--- src/rtl/bp_be_ptw_walk.sv ---
// bp_be_ptw_walk: Sv39 hardware page-table walker.
// Issues one PTE load per level and ends with a one-cycle fill or page-fault pulse.
module bp_be_ptw_walk #(
    parameter int vaddr_width_p = 39,
    parameter int paddr_width_p = 56
) (
    input  logic                     clk_i,
    input  logic                     reset_n_i,
    input  logic [paddr_width_p-13:0] base_ppn_i,
    input  logic [1:0]               priv_mode_i,
    input  logic                     sum_i,
    input  logic                     mxr_i,
    input  logic                     flush_i,
    input  logic                     miss_v_i,
    input  logic                     miss_instr_i,
    input  logic                     miss_load_i,
    input  logic                     miss_store_i,
    input  logic [vaddr_width_p-1:0] miss_vaddr_i,
    output logic                     busy_o,
    output logic                     mem_v_o,
    output logic [paddr_width_p-1:0] mem_paddr_o,
    input  logic                     mem_ready_i,
    input  logic                     mem_data_v_i,
    input  logic [63:0]              mem_data_i,
    output logic                     fill_v_o,
    output logic                     fill_itlb_o,
    output logic [vaddr_width_p-1:0] fill_vaddr_o,
    output logic [paddr_width_p-13:0] fill_ptag_o,
    output logic                     fill_gigapage_o,
    output logic                     fill_megapage_o,
    output logic                     fill_u_o,
    output logic                     fill_x_o,
    output logic                     fill_w_o,
    output logic                     fill_r_o,
    output logic                     instr_page_fault_o,
    output logic                     load_page_fault_o,
    output logic                     store_page_fault_o,
    output logic [vaddr_width_p-1:0] fault_vaddr_o
);

    localparam int ptag_width_lp = paddr_width_p - 12;

    typedef enum logic [2:0] {
        IDLE, SEND, WAIT, DONE, DRAIN
    } state_e;

    state_e r_state;
    state_e w_next;

    logic [vaddr_width_p-1:0] r_vaddr;
    logic                     r_instr;
    logic                     r_load;
    logic                     r_store;
    logic [1:0]               r_level;
    logic [ptag_width_lp-1:0] r_ppn;

    logic                     r_fill_v;
    logic                     r_ifault;
    logic                     r_lfault;
    logic                     r_sfault;
    logic [ptag_width_lp-1:0] r_ptag;
    logic                     r_giga;
    logic                     r_mega;
    logic                     r_u;
    logic                     r_x;
    logic                     r_w;
    logic                     r_r;

    logic [8:0]  w_vpn2;
    logic [8:0]  w_vpn1;
    logic [8:0]  w_vpn0;
    logic [8:0]  w_vpn;
    logic        w_v, w_r, w_w, w_x, w_u, w_a, w_d;
    logic [43:0] w_pte_ppn;
    logic [25:0] w_ppn2;
    logic [8:0]  w_ppn1;
    logic [8:0]  w_ppn0;
    logic        w_invalid;
    logic        w_leaf;
    logic        w_misalign;
    logic        w_perm;
    logic        w_ufault;
    logic        w_leaf_fault;
    logic        w_fault;
    logic        w_fill;
    logic        w_descend;
    logic        w_eval;
    logic        w_accept;
    logic [ptag_width_lp-1:0] w_ptag;
    logic        w_unused;

    assign w_vpn2 = r_vaddr[38:30];
    assign w_vpn1 = r_vaddr[29:21];
    assign w_vpn0 = r_vaddr[20:12];

    always_comb begin
        w_vpn = w_vpn0;
        case (r_level)
            2'd2:    w_vpn = w_vpn2;
            2'd1:    w_vpn = w_vpn1;
            default: w_vpn = w_vpn0;
        endcase
    end

    assign w_v       = mem_data_i[0];
    assign w_r       = mem_data_i[1];
    assign w_w       = mem_data_i[2];
    assign w_x       = mem_data_i[3];
    assign w_u       = mem_data_i[4];
    assign w_a       = mem_data_i[6];
    assign w_d       = mem_data_i[7];
    assign w_pte_ppn = mem_data_i[53:10];
    assign w_ppn2    = mem_data_i[53:28];
    assign w_ppn1    = mem_data_i[27:19];
    assign w_ppn0    = mem_data_i[18:10];
    assign w_unused  = ^{mem_data_i[63:54], mem_data_i[9:8], mem_data_i[5]};

    assign w_invalid  = ~w_v | (~w_r & w_w);
    assign w_leaf     = w_r | w_x;
    assign w_misalign = ((r_level == 2'd2) & (|{w_ppn1, w_ppn0}))
                      | ((r_level == 2'd1) & (|w_ppn0));
    assign w_perm     = (r_instr & ~w_x)
                      | (r_load & ~(w_r | (mxr_i & w_x)))
                      | (r_store & ~w_w);
    // Supervisor may touch user pages for data only with SUM set.
    assign w_ufault   = (w_u & (priv_mode_i == 2'd1) & (r_instr | ~sum_i))
                      | (~w_u & (priv_mode_i == 2'd0));
    assign w_leaf_fault = ~w_a | (r_store & ~w_d) | w_misalign
                        | w_perm | w_ufault;

    assign w_descend = ~w_invalid & ~w_leaf & (r_level != 2'd0);
    assign w_fill    = ~w_invalid & w_leaf & ~w_leaf_fault;
    assign w_fault   = ~w_descend & ~w_fill;
    assign w_eval    = (r_state == WAIT) & mem_data_v_i & ~flush_i;
    assign w_accept  = (r_state == IDLE) & miss_v_i & ~flush_i;

    always_comb begin
        w_ptag = w_pte_ppn;
        case (r_level)
            2'd2:    w_ptag = {w_ppn2, w_vpn1, w_vpn0};
            2'd1:    w_ptag = {w_ppn2, w_ppn1, w_vpn0};
            default: w_ptag = w_pte_ppn;
        endcase
    end

    always_comb begin
        w_next = r_state;
        unique case (r_state)
            IDLE: if (w_accept) w_next = SEND;
            SEND: begin
                if (flush_i)          w_next = IDLE;
                else if (mem_ready_i) w_next = WAIT;
            end
            WAIT: begin
                if (flush_i)           w_next = mem_data_v_i ? IDLE : DRAIN;
                else if (mem_data_v_i) w_next = w_descend ? SEND : DONE;
            end
            DONE:  w_next = IDLE;
            DRAIN: if (~flush_i & mem_data_v_i) w_next = IDLE;
            default: w_next = IDLE;
        endcase
    end

    always_ff @(posedge clk_i or negedge reset_n_i) begin
        if (!reset_n_i) r_state <= IDLE;
        else            r_state <= w_next;
    end

    always_ff @(posedge clk_i or negedge reset_n_i) begin
        if (!reset_n_i) begin
            r_vaddr  <= '0;
            r_instr  <= 1'b0;
            r_load   <= 1'b0;
            r_store  <= 1'b0;
            r_level  <= 2'd2;
            r_ppn    <= '0;
            r_fill_v <= 1'b0;
            r_ifault <= 1'b0;
            r_lfault <= 1'b0;
            r_sfault <= 1'b0;
            r_ptag   <= '0;
            r_giga   <= 1'b0;
            r_mega   <= 1'b0;
            r_u      <= 1'b0;
            r_x      <= 1'b0;
            r_w      <= 1'b0;
            r_r      <= 1'b0;
        end else begin
            r_fill_v <= 1'b0;
            r_ifault <= 1'b0;
            r_lfault <= 1'b0;
            r_sfault <= 1'b0;
            if (w_accept) begin
                r_vaddr <= miss_vaddr_i;
                r_instr <= miss_instr_i;
                r_load  <= miss_load_i;
                r_store <= miss_store_i;
                r_level <= 2'd2;
                r_ppn   <= base_ppn_i;
            end
            if (w_eval & w_descend) begin
                r_level <= r_level - 2'd1;
                r_ppn   <= w_pte_ppn;
            end
            if (w_eval & ~w_descend) begin
                r_fill_v <= w_fill;
                r_ifault <= w_fault & r_instr;
                r_lfault <= w_fault & r_load;
                r_sfault <= w_fault & r_store;
            end
            if (w_eval & w_fill) begin
                r_ptag <= w_ptag;
                r_giga <= (r_level == 2'd2);
                r_mega <= (r_level == 2'd1);
                r_u    <= w_u;
                r_x    <= w_x;
                r_w    <= w_w;
                r_r    <= w_r;
            end
        end
    end

    assign busy_o      = (r_state != IDLE);
    assign mem_v_o     = (r_state == SEND);
    assign mem_paddr_o = mem_v_o ? {r_ppn, w_vpn, 3'b000} : '0;

    // A flush arriving in DONE cancels the result pulse of that cycle.
    assign fill_v_o           = r_fill_v & ~flush_i;
    assign instr_page_fault_o = r_ifault & ~flush_i;
    assign load_page_fault_o  = r_lfault & ~flush_i;
    assign store_page_fault_o = r_sfault & ~flush_i;

    assign fill_itlb_o     = r_instr;
    assign fill_vaddr_o    = r_vaddr;
    assign fault_vaddr_o   = r_vaddr;
    assign fill_ptag_o     = r_ptag;
    assign fill_gigapage_o = r_giga;
    assign fill_megapage_o = r_mega;
    assign fill_u_o        = r_u;
    assign fill_x_o        = r_x;
    assign fill_w_o        = r_w;
    assign fill_r_o        = r_r;

endmodule

--- config.mk ---
export PLATFORM = sky130hd
export DESIGN_NAME = bp_be_ptw_walk
export DESIGN_NICKNAME = d
export VERILOG_FILES = /design/src/rtl/bp_be_ptw_walk.sv
export SDC_FILE = /design/constraint.sdc
export NUM_CORES = 1
export LEC_CHECK = 0
export CAP_MARGIN = 10
export CORE_UTILIZATION = 29
export CTS_BUF_LIST = sky130_fd_sc_hd__clkbuf_16
export DETAILED_ROUTE_END_ITERATION = 8
export DONT_BUFFER_PORTS = 1
export GPL_TIMING_DRIVEN = 0
export PLACE_DENSITY = 0.46
export SYNTH_ARGS = -nofsm -noshare
export SYNTH_HDL_FRONTEND = slang
export SYNTH_SLANG_ARGS = --single-unit
--- constraint.sdc ---
create_clock -name clk_i -period 6.9 [get_ports clk_i]
set_clock_uncertainty 0.2 [all_clocks]
set_input_delay 1.725 -clock clk_i [delete_from_list [all_inputs] [get_ports clk_i]]
set_output_delay 1.725 -clock clk_i [all_outputs]
set_load 0.01 [all_outputs]
==> flow_summary_export.csv <==
group,metric,value,unit
sta,max_slew_margin,0.395,
logic_synthesis,synth_xor_area_frac,0,
placement,placed_cell_area,0.00756,mm²
floorplan,pin_count,351,
route,routed_via_density,5.02,
logic_synthesis,synth-simple-area-share,0.133,
logic_synthesis,synth.area.mux_share,0.172,
layout,final_core_util,0.337,
sta,fin_crit,4680,ps
min_path,hold_path.class,"reg2reg",
pwr,ir_worst_vdd,0.126,mV
layout,syn_to_final_growth,14.2,%
global_routing,antenna_found_initial,0,
layout,drive_gt1_frac,0.281,
logic_synthesis,synth_top_area_share,0.504,
cts,worstSkewPairLatency,420,ps
floorplan,row_count,57,
sta,holdWs,270,ps
min_path,worstHoldStart,"r_ppn[27]",
logic_synthesis,synth_edf_count,0,
logic_synthesis,synth_common_cells,"dfrtp_1, nand2_1, a22oi_1, mux2_4",
cts,cts-root-buf,"clkbuf_16",
critical_path,r2r_end,"r_ppn[41]",
global_routing,grt_pass1_wl,34600,µm
cts,cts_buffer_depth,2,
layout,fillers,2463,
sta,fmax,0.214,GHz
placement,io_buffers,0,
cts,cts_buffers,17,
cts,clk_pin_slew,70,ps
logic_synthesis,synth_compound_area_frac,0.100,
pwr,power_density,434,mW/mm²
floorplan,core,0.0242,mm²
sta,period_share,0.679,
global_routing,grt_pass1_vias,5246,
route,finalWirelength,23200,µm
floorplan,die_h,159,µm
layout,antennaDiodeCount,0,
sta,drv_slew,0,
critical_path,end_kind,"primary output",
cts,cts.htree.levels,4,
logic_synthesis,synth_top_family_by_area,"multiplexers",
logic_synthesis,synth_area_leaders,"dfrtp_1, mux2_4, mux2_2",
logic_synthesis,yosys_register_bits,145,
global_routing,gr-total-overflow,0,
logic_synthesis,async_flop_share,1.00,
logic_synthesis,synth_ff_type,"dfrtp_1",
route,final_antenna_net_count,0,
critical_path,cp.required,4970,ps
cts,post_cts_resized,0,
route,drt-initial-drc-count,370,
critical_path,reg2reg_depth,8,
outcome,status,"complete, no violations",
logic_synthesis,avgSynthCellArea,11.3,µm²
sta,setup_viol,0,
pwr,power_leakage,0.00410,µW
cts,ctsHoldBuffers,0,
logic_synthesis,postSynthCellCount,635,
sta,final.setup.tns,0,ps
route,drc,0,
sta,tightest_slew,904,ps
critical_path,worstSetupStartpointType,"flop",
critical_path,timing.rr.start,"r_level[1]",
cts,cts_tree,"done",
critical_path,path_class,"reg2out",
logic_synthesis,seq_area_frac_synth,0.508,
sta,rsz0062_at_grt,"false",
sta,hold_violations,0,
route,vias,4984,
cts,cts_sinks,145,
global_routing,grt_start_max_net_pins,146,
critical_path,cp_max_fo,10,
logic_synthesis,yosys.area_share.adder,0.00525,
route,avgRoutedWirePerCell,23.3,µm
run,maxCapViolCount,0,
floorplan,fp.dieArea,0.0253,mm²
layout,stdcell_area,0.00816,mm²
logic_synthesis,yosysMostFrequentCell,"dfrtp_1",
critical_path,arrival,2760,ps
placement,dp_hpwl,17400,µm
critical_path,r2r_slack,3790,ps
placement,gp_congestion,0.810,
cts,post_cts_buffers,0,
logic_synthesis,syn_area,0.00715,mm²
route,drtPass1Iterations,5,
logic_synthesis,synth-warning-count,0,
global_routing,grt_util_all_layers,0.182,
logic_synthesis,synth_cell_type_count,47,
layout,nets,819,
min_path,hold_depth,2,
floorplan,die_w,159,µm
logic_synthesis,synth_area_leader_cell,"dfrtp_1",
min_path,min_to,"r_ppn[27]",
floorplan,start_util,0.295,
routing by layer:
metal  global-route usage  part of all wire
met5                    0                 0
met4               0.0455             0.013
met3               0.0521             0.057
met2                0.300              0.49
met1                0.235              0.44
worst max-delay path by stage:
stage,startpoint,to,depth (start not counted)
after floorplan,flush_i,fill_v_o,2
after global routing,r_level[1],mem_paddr_o[11],6
after CTS,r_level[1],mem_paddr_o[11],6
after global placement,mem_data_i[14],fill_ptag_o[2],6
final,r_level[1],mem_paddr_o[11],6
after detailed placement,r_level[1],mem_paddr_o[11],6
kinds of logic (layout without fill, tap and decap cells):
| group | Yosys count | after routing |
|---|---|---|
| and+or+nand+nor | 195 | 195 |
| DFF | 145 | 145 |
| buffers and inverters | 101 | 133 |
| AOI/OAI and AO/OA | 97 | 97 |
| muxes | 93 | 93 |
| adders and majority gates | 3 | 3 |
| other | 1 | 3 |
power by group:
part           switching (µW)  total (µW)  internal [µW]
sequential                337        1450           1110
clock                     412         958            546
combinational             636        1140            503
cell usage in the layout, fill, tap and decap left out, types with 2 or more instances in the layout:
master and n:
dfrtp_1 144, nand2_1 103, a22oi_1 53, mux2_4 49, and3_1 44, mux2_2 44, buf_4 42, clkbuf_1 24
nor2_1 18, inv_1 18, clkbuf_16 17, o21ai_0 12, a211oi_1 9, a22o_1 9, buf_2 7, nor2b_1 5
buf_6 5, buf_1 5, nor3_1 4, and2_1 4, inv_8 4, clkinvlp_4 4, ha_1 3, conb_1 3
inv_6 3, nand3_1 2, a31oi_1 2, nor4b_1 2, nand2b_1 2, o21bai_1 2, a21oi_1 2, bufinv_16 2
critical path: stages, from the launching register on:
cell and delay [ps]:
dfstp_2 540, inv_1 60, ha_1 340, clkbuf_1 360, clkbuf_1 430, nor2_1 90, a211oi_1 520
layout make-up:
class / count / area (µm²) / share of cell area
Buffer: 83 / 515 / 0.0631
Inverter: 18 / 67.6 / 0.00828
Sequential cell: 145 / 3630 / 0.445
Clock inverter: 15 / 174 / 0.0213
Tap cell: 324 / 405 / 0.0497
Multi-Input combinational cell: 391 / 2950 / 0.361
Clock buffer: 17 / 425 / 0.0521
registers in the layout, indices dropped and copies added, names as in the netlist, 2 cells and up:
register,flops
fill_ptag_o,44
fault_vaddr_o,39
r_level,2
r_ppn,44
r_state,3
per-stage QoR:
stage | total power, µW | instances | setup slack [ps]
3_5_place_dp | 2610 | 961 | 2630
5_1_grt | 3760 | 993 | 1950
6_report | 3550 | 993 | 2220
3_3_place_gp | 2590 | 961 | 2670
4_1_cts | 3590 | 993 | 2170
2_1_floorplan | 2270 | 637 | 2860
Note: power is estimated with default switching activity, not from simulation.
